$ cat src/rtl/coinc_pkg.sv
// Shared types and helpers for the coincidence counter: FSM states, BCD digit width
// and a generic multi-digit BCD increment.
package coinc_pkg;

  localparam int BCD_W          = 4;
  localparam int BCD_MAX_DIGITS = 8;

  typedef enum logic [1:0] {IDLE, OPEN, HOLDOFF} coinc_state_e;

  // Returns {wrap, next}; only the lowest `digits` digits take part in the carry chain.
  function automatic logic [BCD_MAX_DIGITS*BCD_W:0] bcd_inc(
    input logic [BCD_MAX_DIGITS*BCD_W-1:0] value,
    input int                              digits
  );
    logic [BCD_MAX_DIGITS*BCD_W-1:0] nxt;
    logic                            carry;
    logic [BCD_W-1:0]                d;
    nxt   = value;
    carry = 1'b1;
    for (int i = 0; i < BCD_MAX_DIGITS; i++) begin
      if (i < digits && carry) begin
        d = value[i*BCD_W +: BCD_W];
        if (d == 4'd9) begin
          nxt[i*BCD_W +: BCD_W] = '0;
        end else begin
          nxt[i*BCD_W +: BCD_W] = d + 4'd1;
          carry = 1'b0;
        end
      end
    end
    return {carry, nxt};
  endfunction

endpackage

$ cat src/rtl/bcd_counter.sv
// DIGITS-wide BCD event counter with synchronous clear and a sticky wrap flag.
module bcd_counter
  import coinc_pkg::*;
#(
  parameter int DIGITS = 4
) (
  input  logic                    clk,
  input  logic                    rst_n,
  input  logic                    clr,
  input  logic                    inc,
  output logic [DIGITS*BCD_W-1:0] value,
  output logic                    wrap
);

  localparam int W = DIGITS * BCD_W;

  logic [W-1:0]                      value_q, value_d;
  logic                              wrap_q, wrap_d;
  logic [BCD_MAX_DIGITS*BCD_W-1:0]   value_ext;
  logic [BCD_MAX_DIGITS*BCD_W:0]     inc_res;

  always_comb begin
    value_ext        = '0;
    value_ext[W-1:0] = value_q;
    inc_res          = bcd_inc(value_ext, DIGITS);
    value_d          = value_q;
    wrap_d           = wrap_q;
    if (clr) begin
      value_d = '0;
      wrap_d  = 1'b0;
    end else if (inc) begin
      value_d = inc_res[W-1:0];
      wrap_d  = wrap_q | inc_res[BCD_MAX_DIGITS*BCD_W];
    end
  end

  generate
    if (DIGITS < BCD_MAX_DIGITS) begin : g_unused
      logic unused_hi;
      assign unused_hi = ^inc_res[BCD_MAX_DIGITS*BCD_W-1:W];
    end
  endgenerate

  always_ff @(posedge clk or negedge rst_n) begin
    if (!rst_n) begin
      value_q <= '0;
      wrap_q  <= 1'b0;
    end else begin
      value_q <= value_d;
      wrap_q  <= wrap_d;
    end
  end

  assign value = value_q;
  assign wrap  = wrap_q;

endmodule

$ cat src/rtl/coinc_counter_core.sv
// N-channel debounced BCD event counter with windowed coincidence detection.
// Optional coincidence delay measurement is enabled by defining COINC_DT_EN.
//   state   | meaning
//   IDLE    | no window open, waiting for a first masked hit
//   OPEN    | window running, collecting masked hits into seen
//   HOLDOFF | coincidence counted, waiting for all masked levels to drop
module coinc_counter_core
  import coinc_pkg::*;
#(
  parameter int NUM_CH        = 2,
  parameter int DIGITS        = 4,
  parameter int DEB_CYCLES    = 1_000_000,
  parameter int WINDOW_CYCLES = 100
`ifdef COINC_DT_EN
  ,
  parameter int DT_W          = 16
`endif
) (
  input  logic                       clk,
  input  logic                       rst_n,
  input  logic [NUM_CH-1:0]          ch_in,
  input  logic [NUM_CH-1:0]          coinc_mask,
  input  logic                       count_en,
  input  logic                       clear,
  output logic [NUM_CH*DIGITS*4-1:0] ch_bcd,
  output logic [DIGITS*4-1:0]        coinc_bcd,
  output logic                       coinc_pulse,
  output logic [NUM_CH:0]            overflow
`ifdef COINC_DT_EN
  ,
  output logic [DT_W-1:0]            coinc_dt,
  output logic                       coinc_dt_valid
`endif
);

  localparam int CW      = DIGITS * BCD_W;
  localparam int DEB_W   = (DEB_CYCLES > 1) ? $clog2(DEB_CYCLES) : 1;
  localparam int TIMER_W = $clog2(WINDOW_CYCLES + 1);
  localparam logic [DEB_W-1:0] DEB_LOAD = DEB_W'(DEB_CYCLES - 1);

  logic [NUM_CH-1:0] deb_lvl;
  logic [NUM_CH-1:0] hit;

  for (genvar k = 0; k < NUM_CH; k++) begin : g_ch
    logic             sync1_q, sync2_q, deb_q, deb_d, deb_prev_q;
    logic [DEB_W-1:0] deb_cnt_q, deb_cnt_d;

    // Down-counter reloads whenever the synchronised input agrees with the level.
    always_comb begin
      deb_d     = deb_q;
      deb_cnt_d = DEB_LOAD;
      if (sync2_q != deb_q) begin
        if (deb_cnt_q == '0) deb_d = sync2_q;
        else                 deb_cnt_d = deb_cnt_q - DEB_W'(1);
      end
    end

    always_ff @(posedge clk or negedge rst_n) begin
      if (!rst_n) begin
        sync1_q    <= 1'b0;
        sync2_q    <= 1'b0;
        deb_q      <= 1'b0;
        deb_prev_q <= 1'b0;
        deb_cnt_q  <= DEB_LOAD;
      end else begin
        sync1_q    <= ch_in[k];
        sync2_q    <= sync1_q;
        deb_q      <= deb_d;
        deb_prev_q <= deb_q;
        deb_cnt_q  <= deb_cnt_d;
      end
    end

    assign deb_lvl[k] = deb_q;
    assign hit[k]     = deb_q & ~deb_prev_q;

    bcd_counter #(.DIGITS(DIGITS)) u_ch_cnt (
      .clk   (clk),
      .rst_n (rst_n),
      .clr   (clear),
      .inc   (hit[k] & count_en),
      .value (ch_bcd[k*CW +: CW]),
      .wrap  (overflow[k])
    );
  end

  coinc_state_e       state_q, state_d;
  logic [NUM_CH-1:0]  seen_q, seen_d, masked_hit, seen_next;
  logic [TIMER_W-1:0] timer_q, timer_d;
  logic               fire;
  logic               coinc_pulse_q;
`ifdef COINC_DT_EN
  logic [TIMER_W-1:0] fire_time;
`endif

  assign masked_hit = hit & coinc_mask;
  assign seen_next  = seen_q | masked_hit;

  always_comb begin
    state_d = state_q;
    seen_d  = seen_q;
    timer_d = timer_q;
    fire    = 1'b0;
`ifdef COINC_DT_EN
    fire_time = '0;
`endif
    if (clear || !count_en) begin
      state_d = IDLE;
      seen_d  = '0;
      timer_d = '0;
    end else begin
      case (state_q)
        IDLE: begin
          if (masked_hit != '0) begin
            seen_d  = masked_hit;
            timer_d = TIMER_W'(1);
            if (masked_hit == coinc_mask) begin
              fire    = 1'b1;
              state_d = HOLDOFF;
            end else begin
              state_d = OPEN;
            end
          end
        end
        OPEN: begin
          seen_d = seen_next;
          if (seen_next == coinc_mask) begin
            fire    = 1'b1;
            state_d = HOLDOFF;
`ifdef COINC_DT_EN
            fire_time = timer_q;
`endif
          end else if (timer_q == TIMER_W'(WINDOW_CYCLES)) begin
            state_d = IDLE;
            seen_d  = '0;
          end else begin
            timer_d = timer_q + TIMER_W'(1);
          end
        end
        HOLDOFF: begin
          if ((deb_lvl & coinc_mask) == '0) begin
            state_d = IDLE;
            seen_d  = '0;
          end
        end
        default: state_d = IDLE;
      endcase
    end
  end

  always_ff @(posedge clk or negedge rst_n) begin
    if (!rst_n) begin
      state_q       <= IDLE;
      seen_q        <= '0;
      timer_q       <= '0;
      coinc_pulse_q <= 1'b0;
    end else begin
      state_q       <= state_d;
      seen_q        <= seen_d;
      timer_q       <= timer_d;
      coinc_pulse_q <= fire;
    end
  end

  assign coinc_pulse = coinc_pulse_q;

  bcd_counter #(.DIGITS(DIGITS)) u_coinc_cnt (
    .clk   (clk),
    .rst_n (rst_n),
    .clr   (clear),
    .inc   (fire),
    .value (coinc_bcd),
    .wrap  (overflow[NUM_CH])
  );

`ifdef COINC_DT_EN
  localparam logic [DT_W-1:0] DT_MAX = '1;
  logic [DT_W-1:0] dt_q, dt_d;
  logic            dt_valid_q;

  always_comb begin
    dt_d = dt_q;
    if (clear) begin
      dt_d = '0;
    end else if (fire) begin
      if (int'(fire_time) > int'(DT_MAX)) dt_d = DT_MAX;
      else                                dt_d = DT_W'(fire_time);
    end
  end

  always_ff @(posedge clk or negedge rst_n) begin
    if (!rst_n) begin
      dt_q       <= '0;
      dt_valid_q <= 1'b0;
    end else begin
      dt_q       <= dt_d;
      dt_valid_q <= fire;
    end
  end

  assign coinc_dt       = dt_q;
  assign coinc_dt_valid = dt_valid_q;
`endif

endmodule

$ cat config.mk
export PLATFORM = sky130hd
export DESIGN_NAME = coinc_counter_core
export DESIGN_NICKNAME = d
export VERILOG_FILES = /design/src/rtl/coinc_pkg.sv /design/src/rtl/bcd_counter.sv /design/src/rtl/coinc_counter_core.sv
export SDC_FILE = /design/constraint.sdc
export NUM_CORES = 1
export LEC_CHECK = 0
export CORE_AREA = 2 2 102 104
export CTS_BUF_LIST = sky130_fd_sc_hd__clkbuf_2
export DETAILED_ROUTE_END_ITERATION = 8
export DIE_AREA = 0 0 104 106
export PLACE_DENSITY = 0.95
export SKIP_LAST_GASP = 1
export SLEW_MARGIN = 10
export SYNTH_ARGS = -nofsm -noshare
export SYNTH_HDL_FRONTEND = slang
export SYNTH_SLANG_ARGS = --single-unit
$ cat constraint.sdc
create_clock -name clk -period 4.7 [get_ports clk]
set_input_delay 0.47 -clock clk [delete_from_list [all_inputs] [get_ports clk]]
set_output_delay 0.47 -clock clk [all_outputs]
set_load 0.1 [all_outputs]
======== Yosys cells after proc, flatten, opt, wreduce, memory -nomap -nowiden ========
Index checks and enable logic that the tools add are counted.
storage, ports and cells
  flip-flop bits (word level) ............. 111
  output and inout port bits .............. 52
  logic and storage cells ................. 195
cells by class
  add/sub/neg operators ................... 15
  eq/ne operators ......................... 24
  muxes and demuxes ....................... 80
  bitwise logic cells ..................... 12
  reduce and logical (&&, ||, !) cells .... 35
operators with widths
  kind                                                number
  two-way mux 16 bit                                  6
  two-way mux 4 bit                                   21
  two-way mux 20 bit                                  4
  adder 4 x 1 -> 4 bit, second input constant         12
  equality test 4 bit, second input constant          12
  zero test 20 bit                                    2
  subtractor 20 x 1 -> 20 bit, second input constant  2
  two-way mux 1 bit                                   31
  two-way mux 7 bit                                   4
  nonzero test 2 bit                                  13
  AND reduction 2 bit                                 11
  two-way mux 2 bit                                   10
  case mux 7 bit (2 select lines)                     1
  inequality test 3 bit, second input constant        4
  case mux 2 bit (3 select lines)                     2
  adder 7 x 1 -> 7 bit, second input constant         1
  equality test 7 bit, second input constant          1
  AND reduction 3 bit                                 2
  AND 1 bit                                           4
  AND 2 bit                                           2
  equality test 2 bit                                 2
  zero test 2 bit                                     2
  inequality test 4 bit, second input constant        1
  AND reduction 4 bit                                 1
  11 further kinds                                    15

======== Longest topological paths before layout ========
  depth after elaboration ................. 10
  mapped depth ............................ 9
  depth with buffers taken out ............ 8

======== Hierarchy ========
Synthesis repeated with hierarchy kept, for this count alone.
unflattened totals
  cell total of the unflattened synthesis .. 624
  area total of the unflattened synthesis .. 6197.2 sq um
by module, submodules not included
  module              instances  cells an instance  area each (sq um)
  coinc_counter_core  1          303                3119.2
  bcd_counter         3          107                1026.0

======== Least setup slack after synthesis ========
No wires, ideal clock.
  path type ............................... flip-flop to flip-flop
  start ................................... reg g_ch[0].u_ch_cnt.value_q[4]
  end ..................................... reg g_ch[0].u_ch_cnt.value_q[15]
  library setup time ...................... 100 ps
  data arrival time ....................... 2500 ps
  path slack .............................. 2100 ps
  stages on the path, launching flop included .. 7
  buffers on the path ..................... 0
  period minus slack after synthesis ...... 2600 ps
  cells stage by stage .................... dfrtp_1 > ha_1 > and3b_1 > a41oi_1 > nand2b_1 > or2_2 > o31ai_1
on the way
  longest elaborated chain between the ends .. 6
RTL lines
  element                               line               RTL
  start, declared                       bcd_counter.sv:17  logic [W-1:0] value_q, value_d;
  start signal, assigned                bcd_counter.sv:49  value_q <= value_d;
  equality test 4 bit                   coinc_pkg.sv:23    if (d == 4'd9) begin
  two-way mux 1 bit                     coinc_pkg.sv:23
  two-way mux 1 bit (2 in series)       coinc_pkg.sv:21    if (i < digits && carry) begin
  nonzero test 2 bit (no source line)   --
  AND reduction 2 bit (no source line)  --
Every way passes these cells.
A chain may end at the register's enable or synchronous reset.

======== Worst setup path in the final report ========
  start ................................... reg u_coinc_cnt.value_q[4] (netlist: u_coinc_cnt.value[4])
  end ..................................... out coinc_bcd[4]
RTL lines
  element                 line                      RTL
  start, declared         bcd_counter.sv:17
  start signal, assigned  bcd_counter.sv:49
  end, declared           coinc_counter_core.sv:26  output logic [DIGITS*4-1:0] coinc_bcd,
No word-level cell between the ends.

==> summary.md <==
| Metric | Value |
|---|---|
| Outcome | complete, no violations |
| CTS tree | done |
| Max cap viols | 0 |
| Via-per-instance ratio | 5.99 |
| Detailed Place HPWL | 9.49 mm |
| Buf/Inv on CP | 1 |
| Total power | approximately 1900 uW |
| Startpoint class of the critical path | flip-flop |
| Die Footprint | 0.0110 mm2 |
| Inserted Clock Buffers | 9 |
| # clock sinks | roughly 110 |
| Area leader, netlist | dfrtp_1 |
| Max Transition Viols Final | 0 |
| WL final | 13.3 mm |
| Reg clk slew, reported paths | 0.28 ns |
| Cell Area, Synth | 0.00615 mm2 |
| Area contributors post-synth | dfrtp_1 (35%), dfstp_2 (10%), ha_1 (6.7%), nand2_1 (4.2%), nor2_1 (3.5%) |
| Count leader, synth | dfrtp_1 |
| Via count | 5,030 |
| Fin crit period | roughly 2.8 ns |
| NumNets Final | 739 |
| Power Density | 266 mW/mm2 |
| Clock latency on the worst-skew pair | 0.60 ns |
| Setup TNS Final | 0 ns |
| Crit path capture type | output pin |
| Port Buf Inserts | 59 |
| FF-to-FF End | u_coinc_cnt.value[3] |
| Die Wd | between 100 and 150 um |
| CTS resizes | 0 |
| CTS max path bufs | 2 |
| Post-CTS Setup Bufs | 0 |
| ANT nets after route | 0 |
| Worst slack at placement | 1.61 ns |
| Post-synthesis net count | about 700 |
| Initial Utilization | 0.615 |
| Die Y | 106 um |
| Crit path kind | flip-flop to output pin |
| Worst stage delay on the critical path | 1.21 ns |
| CP Data Arrival Time | 2.33 ns |
| Max transition margin | 0.318 |
| All-Layer GR Usage | 0.251 |
| Setup WS post-layout | around 1.9 ns |
| FMAX | 357 MHz |
| Worst Setup EP | coinc_bcd[4] |
| Worst slew pin tran | 1.02 ns |
| Reg2reg start | state_q[1] |
| I/O Pins | 60 |
| Sequential share of the synthesized area | 0.457 |
| R2R depth | 8 |
| Share of layout cells above drive strength 1 | 0.0925 |
| Iteration-0 DRC Markers | 234 |
| Layout Utilization | 0.697 |
| Remaining global-route overflow | 0 |
| H-tree depth | 3 |
| Leakage power | 0.00282 uW |
| Drt drc | 0 |
| Worst vdd ir | between 0.2 and 0.25 mV |
| Cells along the critical path | clkdlybuf4s50_1 |
| Ys Warns | 0 |
| Cell Rows | 37 |
| Origin of the worst setup path | u_coinc_cnt.value[4] |
| Number of global-route vias before repair | 5,052 |
| Worst-path maximum fanout | 6 |
| Number of fill cells | roughly 740 |
| Worst path required time | 4.23 ns |
| WL per Instance | 15.9 um |
| Skew final | approximately 0.025 ns |
| Synth cell count leaders | dfrtp_1 (87), nand2_1 (68), nor2_1 (58) |
| Global-route wire length before repair | 22.8 mm |
| Root Driver | clkbuf_2 |
| Final period utilization | 0.595 |
| Initial antenna violation count | 1 |
| CP Depth | 1 |
| Flops & latches, synth | 111 |
| CP delay by family, top | buffers and inverters |
| Largest net degree at the start of global routing | 65 |
| CP max-delay cell | clkdlybuf4s50_1 |
| Synth Instances | 641 |
| Final Setup Violations | 0 |
| Core box area | 0.0100 mm2 |
| Syn_area_per_cell | 9.59 um2 |
| Post-synth cell types | between 60 and 70 |
| Post-synth top flop | dfrtp_1 |
| Post-synth EDFFs | 0 |
| Hold violation count in the final report | 0 |
| RSZ-0062 raised after global routing | no |
| Routability cong. | 0.922 |
| P&R area growth vs syn | 13.5% |
| Hold_buf cts | 1 |
| Ys async rst share | 1.00 |
| R2r setup slk | 2.04 ns |
| Hold/Removal Path Class | input pin to flip-flop |
| Count of TritonRoute iterations in the first routing pass | 4 |
| Top cell type's share of synthesized area | 0.354 |
==> state kept, by name, indices dropped and copies added, names as in the netlist <==
signal	flops
timer_q	7
g_ch.sync2_q	2
state_q	2
seen_q	2
g_ch.deb_cnt_q	40
g_ch.sync1_q	2
u_coinc_cnt.value	16
g_ch.deb_prev_q	2
g_ch.deb_q	2
u_coinc_cnt.wrap	1
coinc_pulse	1
g_ch.u_ch_cnt.wrap	2
g_ch.u_ch_cnt.value	32
==> layer usage <==
layer / vias to the layer above / routed length (um) / track usage
li1: 2397 / - / -
met1: 2486 / 5810 / 0.318
met2: 121 / 6660 / 0.418
met3: 26 / 562 / 0.0460
met4: 0 / 318 / 0.119
met5: - / 0 / 0
==> cells in the final DEF (no fill, tap or decap), types with 11 or more instances in the layout <==
cell type        netlist  final
a21oi_1               33     33
xnor2_1               19     19
o21ai_0               43     43
nand2b_1              13     13
or3_1                 11     11
dfstp_2               24     24
or4_1                 17     17
clkdlybuf4s50_1        0     58
nand2_1               68     68
xor2_1                14     14
ha_1                  33     33
clkbuf_2               0     11
inv_1                 32     32
nor2_1                58     58
nor3_1                25     25
dfrtp_1               87     87
nand3_1               30     30
==> cell type report <==
| cell class | instances | area [um2] | area share |
|---|---|---|---|
| multi-input combinational | 482 | 3110 | 0.446 |
| sequential | 111 | 2810 | 0.403 |
| antenna | 1 | 2.50 | 0.000359 |
| clock buffer | 11 | 55.1 | 0.00789 |
| timing repair buffer | 62 | 613 | 0.0879 |
| tap | 136 | 170 | 0.0244 |
| clock inverter | 5 | 97.6 | 0.0140 |
| inverter | 32 | 120 | 0.0172 |
==> worst reg2reg max path, stage by stage (launching register included) <==
cell	delay, ns
dfrtp_1	0.43
inv_1	0.07
ha_1	0.28
nand3b_1	0.22
a31oi_2	0.10
a22oi_2	0.87
inv_1	0.25
a41oi_1	0.29
a311oi_1	0.08
==> per-stage QoR <==
| step | hold slack (ns) | area [um2] | cells |
|---|---|---|---|
| global placement | 0.353 | 6810 | 822 |
| global route | 0.215 | 6970 | 840 |
| floorplan | 0.174 | 6150 | 641 |
| detailed placement | 0.356 | 6810 | 822 |
| CTS | 0.228 | 6970 | 839 |
| finish | 0.250 | 6970 | 840 |
==> worst min path at each step <==
stage                    startpoint         endpoint  slack [ns]  cells past startpoint
floorplan                     rst_n      coinc_pulse        0.17                      0
global placement    g_ch[0].sync1_q  g_ch[0].sync2_q        0.35                      0
detailed placement  g_ch[0].sync1_q  g_ch[0].sync2_q        0.36                      0
CTS                        ch_in[1]  g_ch[1].sync1_q        0.23                      1
global route               ch_in[1]  g_ch[1].sync1_q        0.21                      1
finish                     ch_in[1]  g_ch[1].sync1_q        0.25                      1
==> kinds of logic (layout without fill, tap and decap cells) <==
family | Yosys count | after routing | share of synthesized area
simple gates | 284 | 284 | 0.248
compound gates | 125 | 125 | 0.132
flops | 111 | 111 | 0.457
buf+inv | 48 | 110 | 0.0377
fa+ha+maj | 33 | 33 | 0.0672
xor+xnor | 33 | 33 | 0.0470
mux | 7 | 7 | 0.0122
other cells | 0 | 1 | 0
==> power breakdown <==
group / total (uW) / leakage (uW) / switching [uW] / internal (uW)
clock network: 533 / 0.0000912 / 303 / 230
logic: 301 / 0.00128 / 228 / 73.0
registers: 1020 / 0.00145 / 33.5 / 987
Note: power is estimated with default switching activity, not from simulation.
